[src/rtl/exe_mem.sv]
// EXE->MEM pipeline register with a two-entry skid buffer, registered ready,
// x0 write suppression and a saturating back-pressure counter.
`ifndef RADDR_WIDTH
`define RADDR_WIDTH 5
`endif
`ifndef RDATA_WIDTH
`define RDATA_WIDTH 32
`endif
`ifndef ZERO_REG
`define ZERO_REG 5'd0
`endif
`ifndef ZERO
`define ZERO 32'd0
`endif
`ifndef WRITE_DISABLE
`define WRITE_DISABLE 1'b0
`endif

module exe_mem #(
    parameter int STALL_CNT_W = 8
) (
    input  logic                    clk_i,
    input  logic                    rst_i,
    input  logic                    flush_i,
    // Handshake: a transfer happens on an edge where valid and ready are both 1.
    input  logic                    valid_i,
    output logic                    ready_o,
    input  logic [`RADDR_WIDTH-1:0] reg_waddr_i,
    input  logic                    reg_we_i,
    input  logic [`RDATA_WIDTH-1:0] reg_wdata_i,
    output logic                    valid_o,
    input  logic                    ready_i,
    output logic [`RADDR_WIDTH-1:0] reg_waddr_o,
    output logic                    reg_we_o,
    output logic [`RDATA_WIDTH-1:0] reg_wdata_o,
    output logic [STALL_CNT_W-1:0]  stall_cnt_o,
    output logic [1:0]              state_o
);

    typedef enum logic [1:0] {
        ST_EMPTY = 2'd0,
        ST_ONE   = 2'd1,
        ST_FULL  = 2'd2
    } state_t;

    typedef struct packed {
        logic [`RADDR_WIDTH-1:0] waddr;
        logic                    we;
        logic [`RDATA_WIDTH-1:0] wdata;
    } entry_t;

    state_t                 r_state;
    state_t                 w_state_nxt;
    logic                   r_ready;
    entry_t                 r_main;
    entry_t                 r_skid;
    logic [STALL_CNT_W-1:0] r_stall_cnt;

    logic   w_valid;
    logic   w_in_hs;
    logic   w_out_hs;
    logic   w_load_main;
    logic   w_load_skid;
    logic   w_skid_to_main;
    entry_t w_cap;

    assign w_valid  = (r_state != ST_EMPTY);
    assign w_in_hs  = valid_i & r_ready;
    assign w_out_hs = w_valid & ready_i;

    // Writes to the hard-wired zero register are kept but neutralised here.
    assign w_cap.waddr = reg_waddr_i;
    assign w_cap.we    = (reg_waddr_i == `ZERO_REG) ? `WRITE_DISABLE : reg_we_i;
    assign w_cap.wdata = reg_wdata_i;

    always_comb begin
        w_state_nxt    = r_state;
        w_load_main    = 1'b0;
        w_load_skid    = 1'b0;
        w_skid_to_main = 1'b0;
        case (r_state)
            ST_EMPTY: begin
                if (w_in_hs) begin
                    w_load_main = 1'b1;
                    w_state_nxt = ST_ONE;
                end
            end
            ST_ONE: begin
                if (w_in_hs && w_out_hs) begin
                    w_load_main = 1'b1;
                end else if (w_in_hs) begin
                    w_load_skid = 1'b1;
                    w_state_nxt = ST_FULL;
                end else if (w_out_hs) begin
                    w_state_nxt = ST_EMPTY;
                end
            end
            ST_FULL: begin
                if (w_out_hs) begin
                    w_skid_to_main = 1'b1;
                    w_state_nxt    = ST_ONE;
                end
            end
            default: w_state_nxt = ST_EMPTY;
        endcase
        if (flush_i) begin
            w_state_nxt    = ST_EMPTY;
            w_load_main    = 1'b0;
            w_load_skid    = 1'b0;
            w_skid_to_main = 1'b0;
        end
    end

    always_ff @(posedge clk_i) begin
        if (rst_i) begin
            r_state     <= ST_EMPTY;
            r_ready     <= 1'b1;
            r_main      <= '0;
            r_skid      <= '0;
            r_stall_cnt <= '0;
        end else begin
            r_state <= w_state_nxt;
            // ready is registered from the next state so it never depends on ready_i combinationally.
            r_ready <= (w_state_nxt != ST_FULL);
            if (w_load_main) begin
                r_main <= w_cap;
            end else if (w_skid_to_main) begin
                r_main <= r_skid;
            end
            if (w_load_skid) begin
                r_skid <= w_cap;
            end
            if (w_valid && !ready_i && (r_stall_cnt != {STALL_CNT_W{1'b1}})) begin
                r_stall_cnt <= r_stall_cnt + 1'b1;
            end
        end
    end

    assign ready_o     = r_ready;
    assign valid_o     = w_valid;
    assign reg_waddr_o = w_valid ? r_main.waddr : `ZERO_REG;
    assign reg_we_o    = w_valid ? r_main.we    : `WRITE_DISABLE;
    assign reg_wdata_o = w_valid ? r_main.wdata : `ZERO;
    assign stall_cnt_o = r_stall_cnt;
    assign state_o     = r_state;

endmodule

[config.mk]
export PLATFORM = sky130hd
export DESIGN_NAME = exe_mem
export DESIGN_NICKNAME = d
export VERILOG_FILES = /design/src/rtl/exe_mem.sv
export SDC_FILE = /design/constraint.sdc
export NUM_CORES = 1
export LEC_CHECK = 0
export ABC_AREA = 1
export CAP_MARGIN = 15
export CORE_UTILIZATION = 41
export CTS_CLUSTER_SIZE = 20
export DETAILED_ROUTE_END_ITERATION = 10
export PLACE_DENSITY = 0.66
export REMOVE_ABC_BUFFERS = 1
export SYNTH_ARGS = -nofsm -noshare
export SYNTH_HDL_FRONTEND = slang
export SYNTH_SLANG_ARGS = --single-unit
[constraint.sdc]
create_clock -name clk_i -period 3.15 [get_ports clk_i]
set_input_delay 0.315 -clock clk_i [delete_from_list [all_inputs] [get_ports clk_i]]
set_output_delay 0.315 -clock clk_i [all_outputs]
set_load 0.03 [all_outputs]
==> results.json <==
{
  "routedWlPerCell_um": 11.4,
  "drc": 0,
  "cpPeakStageDelay_ns": 0.77,
  "hold_viol": 0,
  "antenna_found_initial": 0,
  "wirelength_mm": 9.57,
  "first_global_vias": 3515,
  "htreeDepth": 3,
  "cts.sinks": 87,
  "clk_pin_slew_ns": 0.08,
  "start_kind": "flop",
  "cp-end-kind": "primary output",
  "finalSetupViolations": 0,
  "cts_tree": "yes",
  "finalCritPeriodShare": 0.834,
  "ant_nets": 0,
  "first_iter_violations": 168,
  "post_cts_buffers": 0,
  "drive_gt1_frac": 0.0368,
  "dieArea_um2": 10500,
  "synthCells": 630,
  "clk-insertion-delay-late_ns": 0.34,
  "tns_ns": 0,
  "hold_slack_ns": 0.448,
  "dr.pass1.iters": 4,
  "cp_max_fo": 40,
  "gp_congestion": 0.790,
  "initial_core_util": 0.422,
  "min_period_ns": 2.63,
  "syn_area_um2": 4130,
  "holdBufCountCts": 0,
  "leakagePower_nw": 2.09,
  "cts_buffer_depth": 2,
  "crit_chain": "nor2_4, nor2_1, clkdlybuf4s50_1",
  "crit_required_ns": 2.83,
  "die_w_um": 102,
  "avgViaCountPerCell": 4.62,
  "syn2layout_area_growth_pct": 26.9,
  "fp-row-count": 36,
  "grt_use_total": 0.192,
  "ys_seq_area_frac": 0.422,
  "root_buffer": "clkbuf_8",
  "grt_max_degree": 68,
  "io_pins": 93,
  "reg2reg_slack_ns": 0.96,
  "grt_overflow": 0,
  "path_delay_family": "simple AND/OR/NAND/NOR gates",
  "rsz0062_at_grt": "false",
  "synth_warnings": 0,
  "cts_resized": 0,
  "power_density_nw_per_um2": 416,
  "yosys.cell_types.count": 24,
  "worst_slew_pin_slew_ns": 0.978,
  "setup.worst_path.class": "reg2out",
  "drv_cap": 0,
  "die_h_um": 102,
  "fmax_mhz": 380,
  "status": "finished, final reports clean",
  "slew-limit-headroom": 0.346,
  "worst-path-buf-inv": 1,
  "antenna_cells": 0,
  "core_um2": 9770,
  "finalClockSkew_ns": 0.00696,
  "portBuffers": 92,
  "hold_class": "reg2reg",
  "vias": 3872,
  "max-vdd-ir-drop_v": 0.000245,
  "ys_seq_elements": 87,
  "slew_viol_final": 0,
  "cts_buffers": 9,
  "fin_nets": 746,
  "dp_hpwl_mm": 6.20,
  "slowest_stage": "nor2_4",
  "grt_pass1_wl_mm": 16.0,
  "avgSynthCellArea_um2": 6.55,
  "crit_arrival_ns": 2.31
}
## cell type report
class	instances	area (um2)
timing repair buffer	97	971
sequential	87	1740
clock inverter	4	47.5
multi-input combinational	377	1690
clock buffer	11	131
inverter	130	488
tap	133	166
fill	990	4540
## power by group
group / internal, mW / switching (mW) / leakage (nW)
sequential: 1.14 / 0.0216 / 0.709
combinational: 0.122 / 0.152 / 1.29
clock: 0.361 / 0.381 / 0.0892
## final timing paths
kind                                       to                    from  cells past startpoint
setup / recovery               reg_waddr_o[0]   state_o[1]$_SDFF_PP0_                      3
hold / removal         r_skid[7]$_SDFFE_PP0P_  r_skid[7]$_SDFFE_PP0P_                      2
setup reg to reg  stall_cnt_o[7]$_SDFFE_PP0P_   state_o[1]$_SDFF_PP0_                      6
hold reg to reg        r_skid[7]$_SDFFE_PP0P_  r_skid[7]$_SDFFE_PP0P_                      2
## layer usage
metal | wire length [um] | part of all wire | track usage
met1 | 4590 | 0.48 | 0.231
met2 | 4510 | 0.47 | 0.339
met3 | 451 | 0.047 | 0.0568
met4 | 26 | 0.0027 | 0.0363
met5 | 0 | 0 | 0
## registers in the layout, summed over array words and instances (netlist names)
| register | count |
|---|---|
| ready_o | 1 |
| state_o | 2 |
| r_main | 38 |
| r_skid | 38 |
| stall_cnt_o | 8 |
## cells in the mapped netlist
cell type	instances	share of area
dfxtp_1	87	0.42
nand3b_1	1	0.0018
nor2_1	57	0.052
xor2_1	1	0.0021
clkbuf_2	1	0.0012
a21oi_1	79	0.096
inv_2	1	0.00091
nand2_2	1	0.0015
nor3_1	2	0.0024
inv_1	129	0.12
nand2_1	140	0.13
o21ai_1	1	0.0012
nor2_2	1	0.0015
nand4_1	5	0.0076
nor3b_1	1	0.0018
buf_4	6	0.011
buf_2	7	0.0085
o21ai_0	75	0.091
nand3_1	8	0.0097
clkbuf_1	16	0.015
ha_1	1	0.0030
buf_6	6	0.016
nand3_2	3	0.0073
o21a_1	1	0.0018
## kinds of logic (layout without fill, tap and decap cells)
family / Yosys count / in the layout / synth area share
fa+ha+maj: 1 / 1 / 0.00303
xor+xnor: 1 / 1 / 0.00212
compound gates: 156 / 156 / 0.190
buf+inv: 166 / 242 / 0.170
simple gates: 219 / 219 / 0.213
flops: 87 / 87 / 0.422
## through the flow
stage	cell area, um2	instances	total power [mW]	utilization	setup slack, ns
after floorplan	3910	594	1.34	-	0.433
after global placement	5060	824	1.45	0.517	0.845
after detailed placement	5060	824	1.46	0.517	0.829
after CTS	5240	839	2.21	0.536	0.434
after global routing	5240	839	2.29	0.536	0.314
final	5240	839	2.18	0.536	0.522
## cell usage in the layout (no fill, tap or decap), types with 2 or more instances in the layout
cell / n
nand4_1: 5
nand2_1: 140
clkbuf_1: 2
a21oi_1: 79
dfxtp_1: 87
nand3_1: 8
clkdlybuf4s50_1: 92
buf_4: 4
nor2_1: 56
inv_2: 2
nor3_1: 2
nand3_2: 3
clkinv_2: 2
inv_1: 128
clkbuf_8: 9
o21ai_0: 75
## tightest hold or removal path, delay by kind of cell (launching register included)
family	cells	cell delay, ns
AOI/OAI and AO/OA	1	0.05
buffers and inverters	1	0.05
DFF	1	0.31
Power figures use the tool's default switching activity.
